<file path="src/rtl/mvu_weight_streamer.sv">
// Weight-memory read master: replays WMEM_DEPTH words NUM_REPS times per frame as a valid/ready stream.
// Optional stall-cycle counter port is enabled by defining MVU_WSTREAM_PERF_EN.
module mvu_weight_streamer #(
    parameter int SIMD         = 2,
    parameter int TW           = 1,
    parameter int WMEM_DEPTH   = 4,
    parameter int WMEM_ADDR_BW = (WMEM_DEPTH > 1) ? $clog2(WMEM_DEPTH) : 1,
    parameter int NUM_REPS     = 4
) (
    input  logic                    clock,
    input  logic                    reset,
    input  logic                    start,
    output logic                    busy,
    output logic                    done,
    output logic [WMEM_ADDR_BW-1:0] wmem_addr,
    input  logic [SIMD*TW-1:0]      wmem_data,
    output logic [SIMD*TW-1:0]      wout_data,
    output logic                    wout_valid,
    input  logic                    wout_ready,
`ifdef MVU_WSTREAM_PERF_EN
    output logic                    wout_last,
    output logic [31:0]             stall_cycles
`else
    output logic                    wout_last
`endif
);

    localparam int W      = SIMD * TW;
    localparam int REP_BW = (NUM_REPS > 1) ? $clog2(NUM_REPS) : 1;

    typedef enum logic [1:0] {S_IDLE, S_RUN, S_DRAIN} state_t;

    state_t                  state_reg, state_next;
    logic [WMEM_ADDR_BW-1:0] addr_reg;
    logic [REP_BW-1:0]       rep_reg;
    logic                    inflight_reg;
    logic                    inflight_last_reg;

    // Two-entry FIFO; bit W of each entry carries the last-word flag.
    logic [W:0]              fifo_mem [2];
    logic                    rd_ptr_reg, wr_ptr_reg;
    logic [1:0]              count_reg;

    logic       push, pop, issue, addr_last, rep_last, issue_last, drain_done, accept;
    logic [2:0] occupancy;
    logic [W:0] head;

    assign push       = inflight_reg;
    assign pop        = (count_reg != 2'd0) && wout_ready;
    // Credit includes this cycle's pop so a steady stream needs no bubble cycles.
    assign occupancy  = 3'(count_reg) + 3'(inflight_reg) - 3'(pop);
    assign issue      = (state_reg == S_RUN) && (occupancy < 3'd2);
    assign addr_last  = (addr_reg == WMEM_ADDR_BW'(WMEM_DEPTH - 1));
    assign rep_last   = (rep_reg == REP_BW'(NUM_REPS - 1));
    assign issue_last = addr_last && rep_last;
    assign drain_done = (state_reg == S_DRAIN) && (count_reg == 2'd0) && !inflight_reg;
    assign accept     = (state_reg == S_IDLE) && start;

    always_comb begin
        state_next = state_reg;
        case (state_reg)
            S_IDLE:  if (start) state_next = S_RUN;
            S_RUN:   if (issue && issue_last) state_next = S_DRAIN;
            S_DRAIN: if (drain_done) state_next = S_IDLE;
            default: state_next = S_IDLE;
        endcase
    end

    always_ff @(posedge clock or posedge reset) begin
        if (reset) begin
            state_reg         <= S_IDLE;
            addr_reg          <= '0;
            rep_reg           <= '0;
            inflight_reg      <= 1'b0;
            inflight_last_reg <= 1'b0;
        end else begin
            state_reg         <= state_next;
            inflight_reg      <= issue;
            inflight_last_reg <= issue && issue_last;
            if (accept) begin
                addr_reg <= '0;
                rep_reg  <= '0;
            end else if (issue) begin
                if (addr_last) begin
                    addr_reg <= '0;
                    rep_reg  <= rep_last ? '0 : rep_reg + REP_BW'(1);
                end else begin
                    addr_reg <= addr_reg + WMEM_ADDR_BW'(1);
                end
            end
        end
    end

    always_ff @(posedge clock or posedge reset) begin
        if (reset) begin
            for (int i = 0; i < 2; i++) fifo_mem[i] <= '0;
            rd_ptr_reg <= 1'b0;
            wr_ptr_reg <= 1'b0;
            count_reg  <= 2'd0;
        end else begin
            if (push) begin
                fifo_mem[wr_ptr_reg] <= {inflight_last_reg, wmem_data};
                wr_ptr_reg           <= ~wr_ptr_reg;
            end
            if (pop) rd_ptr_reg <= ~rd_ptr_reg;
            count_reg <= count_reg + 2'(push) - 2'(pop);
        end
    end

    assign head       = fifo_mem[rd_ptr_reg];
    assign wout_valid = (count_reg != 2'd0);
    assign wout_data  = head[W-1:0];
    assign wout_last  = wout_valid && head[W];
    assign wmem_addr  = addr_reg;
    assign busy       = (state_reg != S_IDLE);
    assign done       = drain_done;

`ifdef MVU_WSTREAM_PERF_EN
    always_ff @(posedge clock or posedge reset) begin
        if (reset) begin
            stall_cycles <= '0;
        end else if (accept) begin
            stall_cycles <= '0;
        end else if (wout_valid && !wout_ready && !(&stall_cycles)) begin
            stall_cycles <= stall_cycles + 32'd1;
        end
    end
`endif

endmodule

</file>
<file path="config.mk">
export PLATFORM = sky130hd
export DESIGN_NAME = mvu_weight_streamer
export DESIGN_NICKNAME = d
export VERILOG_FILES = /design/src/rtl/mvu_weight_streamer.sv
export SDC_FILE = /design/constraint.sdc
export NUM_CORES = 1
export LEC_CHECK = 0
export ABC_AREA = 1
export ABC_CLOCK_PERIOD_IN_PS = 2150
export CAP_MARGIN = 40
export CORE_MARGIN = 10
export CORE_UTILIZATION = 49
export CTS_BUF_LIST = sky130_fd_sc_hd__clkbuf_4
export CTS_CLUSTER_SIZE = 12
export DETAILED_ROUTE_END_ITERATION = 8
export PLACE_DENSITY = 0.74
export REMOVE_ABC_BUFFERS = 1
export SETUP_SLACK_MARGIN = 0.15
export SYNTH_ARGS = -nofsm -noshare
export SYNTH_HDL_FRONTEND = slang
export SYNTH_SLANG_ARGS = --single-unit
</file>
<file path="constraint.sdc">
create_clock -name clock -period 2.15 [get_ports clock]
set_input_delay 0.43 -clock clock [delete_from_list [all_inputs] [get_ports clock]]
set_output_delay 0.43 -clock clock [all_outputs]
set_load 0.01 [all_outputs]
</file>
==> summary by stage, run 1 <==
Outcome
The run finished with clean final reports.

Timing
For the finished layout, the period the worst path requires is 2100 ps. The final setup TNS is 0 ps. Static timing analysis puts the maximum clock frequency at 476.1 MHz. Setup violations remaining at the end of the flow were counted as 0. The final number of hold-violating endpoints was 0. The worst hold slack after final layout is 492.4 ps. After layout, the worst setup slack is 49.55 ps. Setup repair after global routing could not meet its margin everywhere.

The worst clock skew is 1.859 ps. The number of slew-limit violations in the final report is 0. For the pin with the worst max-slew slack, the measured transition is 660.4 ps. The period utilization is 97.70%. The worst max-slew margin expressed relative to the limit is 55.93%.

Yosys
The combined area of all synthesized cells is 885.9 um2. The average footprint of a synthesized cell is 8.518 um2. Synthesis inferred 18 register bits.

Of the synthesized area, sequential elements account for 50.85%. The synthesized instance count is 104. Counting distinct cell types in the post-synthesis netlist gives 18. The number of warning messages in the yosys log is 0.

Worst setup path
By startpoint and endpoint, the worst setup path is classified as reg -> reg. The cell at the slowest stage of the critical path is fa_2. The startpoint type of the worst setup path is a register. The endpoint arrival time on the critical path is 2340 ps. The cell type with the highest occurrence count on the critical path is inv_2. Traced cell by cell, the critical path runs through inv_2, nand2_2, nand2_2, inv_2, ha_4, inv_2, ha_4, fa_2, nand3b_1, nor2_4, nand4_1, nand2_1. The largest incremental delay on the critical path is 450 ps. The critical path required time is 2390 ps.

The worst setup path is captured at a register. The maximum fanout along the worst path is 4.

Run
The number of max-cap violations is 0.

Die
Pin placement for this block handled 14 I/O pins. The area of the core region is 0.001727 mm2. The initial core utilization is 51.30%.

The die covers 0.003909 mm2. The die height is 62.52 um. The die is 62.52 um wide.

The cell row count is 15.

Finish
The number of flip-flops under the largest register name is 6. Compared with the post-synthesis result, the final layout area differs by 34.46%. The number of diodes is 0. The number of nets in the finished design is 142. Counting flops per register, the top entry is fifo_mem. The fill cell instance count of the final layout is 146. The finished cells cover 0.001191 mm2. Cells with a size suffix above 1 make up 30.00% of the layout.

Clocking
The quantity of hold-fixing buffers added after cts is 0. The clock drives 18 sinks. Counting the buffers created by CTS gives 3. Clock latency on the worst-skew pair, taken at its later pin, is 290 ps. After clock tree synthesis, the clock-pin slew on the worst setup and hold paths is 100 ps. The longest clock path from root to sink contains 2 buffers. The clock tree from TritonCTS is done. Clock tree synthesis selected as its root buffer the cell clkbuf_4. The depth of the CTS H-tree is 1.

Drt
The number of search-and-repair iterations in the first detailed-routing pass is 4. The via density per instance is 4.729. The wire length per cell after detailed routing is 12.07 um. The number of vias in the routed layout is 733. Once detail routing completed, the nets flagged for antenna violations numbered 0.

After detailed routing, the number of remaining DRC violations is 0. After the first detailed-routing iteration, the DRC count stood at 37. Summed over all layers, the routed wires come to 1871 um.

Global route
The via count of the first global-routing pass is 754. Entering global routing, the biggest net connects 19 pins. The number of antenna violations at the first check in global routing was 0.

The first global-routing pass estimated 3208 um of wire. The aggregate global routing overflow is 0. For this run, the total global-route usage over all layers was measured as 9.839%.

Place
The worst slack after detailed placement is -395.4 ps. The HPWL reported at the end of detailed placement is 1353 um. Input and output buffers added on the ports amount to 13. Summing all placed instances gives a cell area of 0.001074 mm2. At the end of routability-driven placement, the weighted congestion stood at 0.7186.

Hold path
The type of the most critical hold path is reg -> reg.

Pwr
The design draws 1.781 mW. IR analysis of the VDD net gives a maximum drop of 0.9497 mV. Summed over all cells, the static leakage comes to 0.6094 nW. Power spread over the standard cell area amounts to 1495 mW/mm2.
==> cells by family (layout without fill, tap and decap cells) <==
group	count (synthesis)	count (layout)	share of synthesized area, %
XOR/XNOR	1	1	0.9889
AO/OA/AOI/OAI	10	10	7.204
flip-flops	18	18	50.85
AND/OR/NAND/NOR	53	53	25.00
buffers and inverters	17	43	8.051
adder cells (fa/ha/maj)	5	5	7.910
==> stage by stage <==
step | std cells | utilization [%]
2_1_floorplan | 103 | -
3_3_place_gp | 146 | 62.17
3_5_place_dp | 146 | 62.17
4_1_cts | 153 | 66.81
5_1_grt | 155 | 68.99
6_report | 155 | 68.99
==> layout by cell type (no fill, tap or decap) <==
master	synthesis	layout
buf_4	0	10
clkbuf_4	0	3
clkdlybuf4s50_1	0	10
clkinv_1	0	1
dfrtp_1	18	18
dlygate4sd2_1	0	3
fa_2	0	1
ha_1	4	2
ha_4	0	2
inv_1	13	8
inv_2	3	8
nand2_1	40	32
nand2_2	0	8
nand3_2	1	1
nand3b_1	1	1
nand4_1	2	2
nor2_1	6	4
nor2_2	1	2
nor2_4	0	1
nor4_1	1	1
o211ai_1	1	1
o21ai_0	6	5
o21ai_1	0	1
o21ai_2	3	3
or2_0	1	1
xor2_1	1	1
==> worst max-delay path: cells and delay by family (launching register included) <==
kind          cells  cell delay, ps
flops             1             410
fa+ha+maj         3             840
simple gates      6             650
buf+inv           3             140
==> layout make-up <==
class | count | area (um2) | area share, %
repair buffers | 23 | 201.4 | 16.91
inverters | 16 | 60.06 | 5.042
clock inverters | 1 | 3.754 | 0.3151
clock buffers | 3 | 22.52 | 1.891
well taps | 25 | 31.28 | 2.626
flip-flops and latches | 18 | 450.4 | 37.82
multi-input cells | 69 | 421.7 | 35.40
==> final timing paths <==
kind	startpoint	endpoint	slack [ps]	depth (start not counted)
max in group asynchronous	reset	rep_reg[1]	1210	2
worst max-delay path	count_reg[1]	rep_reg[0]	50	12
worst max register to register	count_reg[1]	rep_reg[0]	50	12
worst min register to register	fifo_mem[4]	fifo_mem[4]	490	2
worst min-delay path	fifo_mem[4]	fifo_mem[4]	490	2
min in group asynchronous	reset	wmem_addr[1]	520	2
==> routing by layer <==
layer  GRT usage, %  vias to the layer above  share of wire [%]
li1               -                      377                  -
met1          10.77                      337                 42
met2          16.67                       15                 50
met3          3.047                        4                6.0
met4          5.028                        0                1.5
met5              0                        -                  0
==> cells in the mapped netlist <==
master | instances | area (um2)
buf_6 | 1 | 11.26
dfrtp_1 | 18 | 450.4
fa_1 | 1 | 20.02
ha_1 | 4 | 50.05
inv_1 | 13 | 48.80
inv_2 | 3 | 11.26
nand2_1 | 40 | 150.1
nand3_2 | 1 | 10.01
nand3b_1 | 1 | 7.510
nand4_1 | 2 | 12.51
nor2_1 | 6 | 22.52
nor2_2 | 1 | 6.260
nor4_1 | 1 | 6.260
o211ai_1 | 1 | 7.510
o21ai_0 | 6 | 30.03
o21ai_2 | 3 | 26.28
or2_0 | 1 | 6.260
xor2_1 | 1 | 8.760
==> where the power goes <==
| part | internal, mW | switching (mW) |
|---|---|---|
| Combinational | 0.486 | 0.551 |
| Sequential | 0.469 | 0.106 |
| Clock | 0.0675 | 0.102 |
| Total | 1.02 | 0.759 |
==> what timing repair did <==
action | 4_1_cts | 5_1_grt
endpoints found under the setup margin | 10 | 10
resized for setup | 13 | 11
setup buffers | 3 | 2
pin swaps | 7 | 7
Note: power is estimated with default switching activity, not from simulation.
==> run 2, diff against run 1 <==
- ABC_AREA: 1 -> default
- CORE_UTILIZATION: 49 -> 48
- PLACE_DENSITY: 0.74 -> 0.73
==> summary by stage, run 2 <==
Yosys
The most area-hungry cell type in the Yosys netlist is dfrtp_1. The share of Yosys cell area claimed by the top area cell type is 52.02%. The share of synthesized flip-flops with an asynchronous set or reset is 100.0%. After synthesis, the mean cell area works out to 12.19 um2. The number of warning messages in the yosys log is 0. The synthesized netlist contains 23 unique library cells. Counting every instance in the synthesized netlist gives 71.

The dominant cell by count in the synthesized netlist is dfrtp_1. In the synthesized netlist, the cells that appear most often are 18 x dfrtp_1, 8 x mux2_2, 6 x inv_1, 6 x nand2_1. The cell area that synthesis handed to floorplanning was 865.8 um2.

Yosys attributes the largest share of cell area to dfrtp_1 52%, mux2_2 10%, ha_1 5.8%. The number of enable flip-flop cells after synthesis is 0. Sequential cells were found to cover 52.02% of the synthesized design area.

The primary flip-flop cell chosen by synthesis mapping is dfrtp_1. The number of register bits inferred by synthesis is 18.

Worst setup path
STA classifies the critical path startpoint as a register. The maximum fanout along the worst path is 3. The depth of the worst register-to-register path is 9. The critical path required time is 2350 ps. The critical path starts at count_reg[1]. The startpoint identified for the worst register-to-register timing path is count_reg[1]. The worst setup path is of the reg -> reg kind. Following the worst setup path forward leads to its endpoint at rep_reg[1]. The flop-to-flop setup slack is -310 ps.

The critical register-to-register path endpoint is rep_reg[1]. The critical path capture point type is a register. Data arrives at the worst endpoint at 2660 ps.

Clocking
The latest clock arrival within the worst-skew pair is 290 ps. The number of clock buffers added by TritonCTS is 3. In this run the number of H-tree levels came out at 1. The clock edge transition at the registers on the reported setup and hold paths is 110 ps. The total number of clock tree sinks is 18. The clock tree from TritonCTS is done. The maximum buffer depth of the clock tree is 2.

The quantity of hold-fixing buffers added after cts is 0. The root buffer selected by CTS is clkbuf_4.

Run
The number of max-cap violations is 0.

Finish
Ranked by flip-flop count, first place goes to fifo_mem. The register with the most flip-flops in the layout has 6 of them. The post-route netlist has 37.23% of its cells at a drive strength greater than 1. The repair_antennas step left the layout with diodes totalling 0. The leading cell type in the layout, fill and taps excluded is dfrtp_1. For this run, the post-layout net count is 106. The number of non-filler instances in the completed layout is 119. The top cell types in the final layout, fill and taps aside, are 17 x dfrtp_1, 8 x mux2_2, 8 x clkdlybuf4s50_1. From synthesis to final layout, the design area changed by 34.97%.

Die
For this design the top-level I/O count stands at 14. Row generation in the floorplan step produced 15 rows. The area of the die is 0.003903 mm2.

The die is 62.47 um tall. The horizontal die dimension is 62.47 um. For this configuration, the core starts out at a cell density of 50.14%. The area of the core region is 0.001727 mm2.

Timing
Static timing analysis puts the maximum clock frequency at 406.5 MHz. The number of slew-limit violations in the final report came to 0. The final-report setup violation count is 7. Setup slack on the critical path of the routed design comes to -310.1 ps. For the pin with the worst max-slew slack, the measured transition is 666.2 ps. Headroom to the max-slew limit came out at 55.54%. Setup repair after global routing could not meet its margin everywhere. For the final routed database, the setup TNS stands at -1525 ps. The minimum clock period after layout is 2460 ps. The final number of hold-violating endpoints was 0. The worst clock skew is 7.335 ps.

The period utilization is 114.4%.

Drt
In the final routed layout, each cell accounts on average for 13.61 um. The number of search-and-repair iterations in the first detailed-routing pass is 2. The iteration-0 DRC count of the detailed router is 5.

After detailed routing, the number of remaining DRC violations is 0. The via density per instance is 4.824. The post-route antenna net violation count is 0. The routed layout has 574 vias. For this block, the routed nets add up to 1619 um of wire.

Pwr
Total power for the finished layout comes to 1.708 mW. The part of the total power dissipated in combinational logic is 56.0%. The clock network burns 10.2% of the power. In this run the power density over the cells is 1462 mW/mm2.

The analysis attributes to cell leakage a power of 0.5788 nW. The share of total power dissipated in sequential elements is 33.7%. For this design the total switching power over the nets is 0.6100 mW. The maximum vdd drop is 0.6973 mV. The internal portion of the total power is 1.098 mW. In this run switching power makes up 35.71% of total power.

Place
Once placement completed, the tool counted placed cells totaling 112. Routability-driven placement finished with a final weighted congestion of 0.7375. The total of buffers placed on input and output ports is 13. Detailed placement finished with a half-perimeter wire length of 1173 um.

Global route
The all-layer global routing usage is 8.492%. The number of antenna violations at the first check in global routing came to 0. The aggregate global routing overflow is 0.

The via count of the first global-routing pass is 579. Entering global routing, the biggest net connects 19 pins. The first global-routing pass estimated 2697 um of wire.

Outcome
The flow ran to the end, but the final reports show violations. The final reports fail on setup timing.

Hold path
The type of the most critical hold path is reg -> reg.
## run 2: cell count changes in the layout (fill, tap and decap cells not counted), sizes merged, moves of 3 or more
cell	before	now
dlygate4sd2	3	0
mux2	0	8
nand2	40	6
mux2i	0	4
and3	0	3
dlymetal6s2s	0	4
buf	10	7
nor2	7	4
o21ai	9	0
inv	16	6
## run 2: power by group through the flow
| stage | sequential, mW | clock (mW) | combinational [mW] |
|---|---|---|---|
| after detailed placement | 0.574 | 0 | 0.761 |
| after global placement | 0.567 | 0 | 0.739 |
| after CTS | 0.575 | 0.174 | 0.927 |
| after floorplan | 0.572 | 0 | 0.468 |
| final | 0.576 | 0.175 | 0.957 |
| after global routing | 0.596 | 0.187 | 1.05 |
## run 2: layout make-up
cell class,count,area (um2)
clock buffer,3,22.52
clock inverter,1,3.754
fill,130,558.0
inverter,6,22.52
multi-input combinational,46,449.2
sequential,18,451.7
tap,25,31.28
timing repair buffer,20,187.7
## run 2: stage by stage
step | hold WS [ps] | util (%) | cell area [um2] | worst slack (ps)
global placement | 467.1 | 60.58 | 1046 | -585.3
CTS | 486.9 | 66.16 | 1142 | -311.2
detailed placement | 469.0 | 60.58 | 1046 | -604.4
finish | 487.9 | 67.68 | 1169 | -310.1
floorplan | 368.6 | - | 854.6 | -444.4
global route | 501.5 | 67.68 | 1169 | -363.8
## run 2: worst min path at each step
| stage | startpoint | to | depth (start not counted) |
|---|---|---|---|
| 2_1_floorplan | reset | count_reg[0] | 1 |
| 3_3_place_gp | wr_ptr_reg | wr_ptr_reg | 1 |
| 3_5_place_dp | wr_ptr_reg | wr_ptr_reg | 1 |
| 4_1_cts | wr_ptr_reg | wr_ptr_reg | 1 |
| 5_1_grt | wr_ptr_reg | wr_ptr_reg | 1 |
| 6_report | wr_ptr_reg | wr_ptr_reg | 1 |
## run 2: kinds of logic (layout without fill, tap and decap cells)
group | count (synthesis) | count (layout) | share of synthesized area (%)
mux | 12 | 12 | 15.03
flops | 18 | 18 | 52.02
buf+inv | 7 | 30 | 3.901
xor+xnor | 3 | 3 | 3.035
fa+ha+maj | 5 | 5 | 8.093
compound gates | 3 | 3 | 2.457
simple gates | 23 | 23 | 15.46
## run 2: worst max-delay path, cell delays in order (launching register included)
cell and delay (ps):
dfrtp_1 390, or2_4 250, and2_4 150, ha_4 250, inv_2 40, ha_4 140
fa_2 540, and4bb_2 270, and3_4 150, a31o_1 180
## run 2: repair_timing
| item | 4_1_cts | 5_1_grt |
|---|---|---|
| setup endpoints to repair | 13 | 14 |
| resized for setup | 13 | 8 |
| pin swaps | 11 | 5 |
| setup buffers | 2 | 1 |
## run 2: per-layer routing
layer | up-vias | track usage [%] | routed length, um
li1 | 283 | - | -
met5 | - | 0 | 0
met2 | 6 | 13.46 | 782
met3 | 2 | 3.405 | 51
met4 | 0 | 3.352 | 18
met1 | 283 | 9.959 | 766
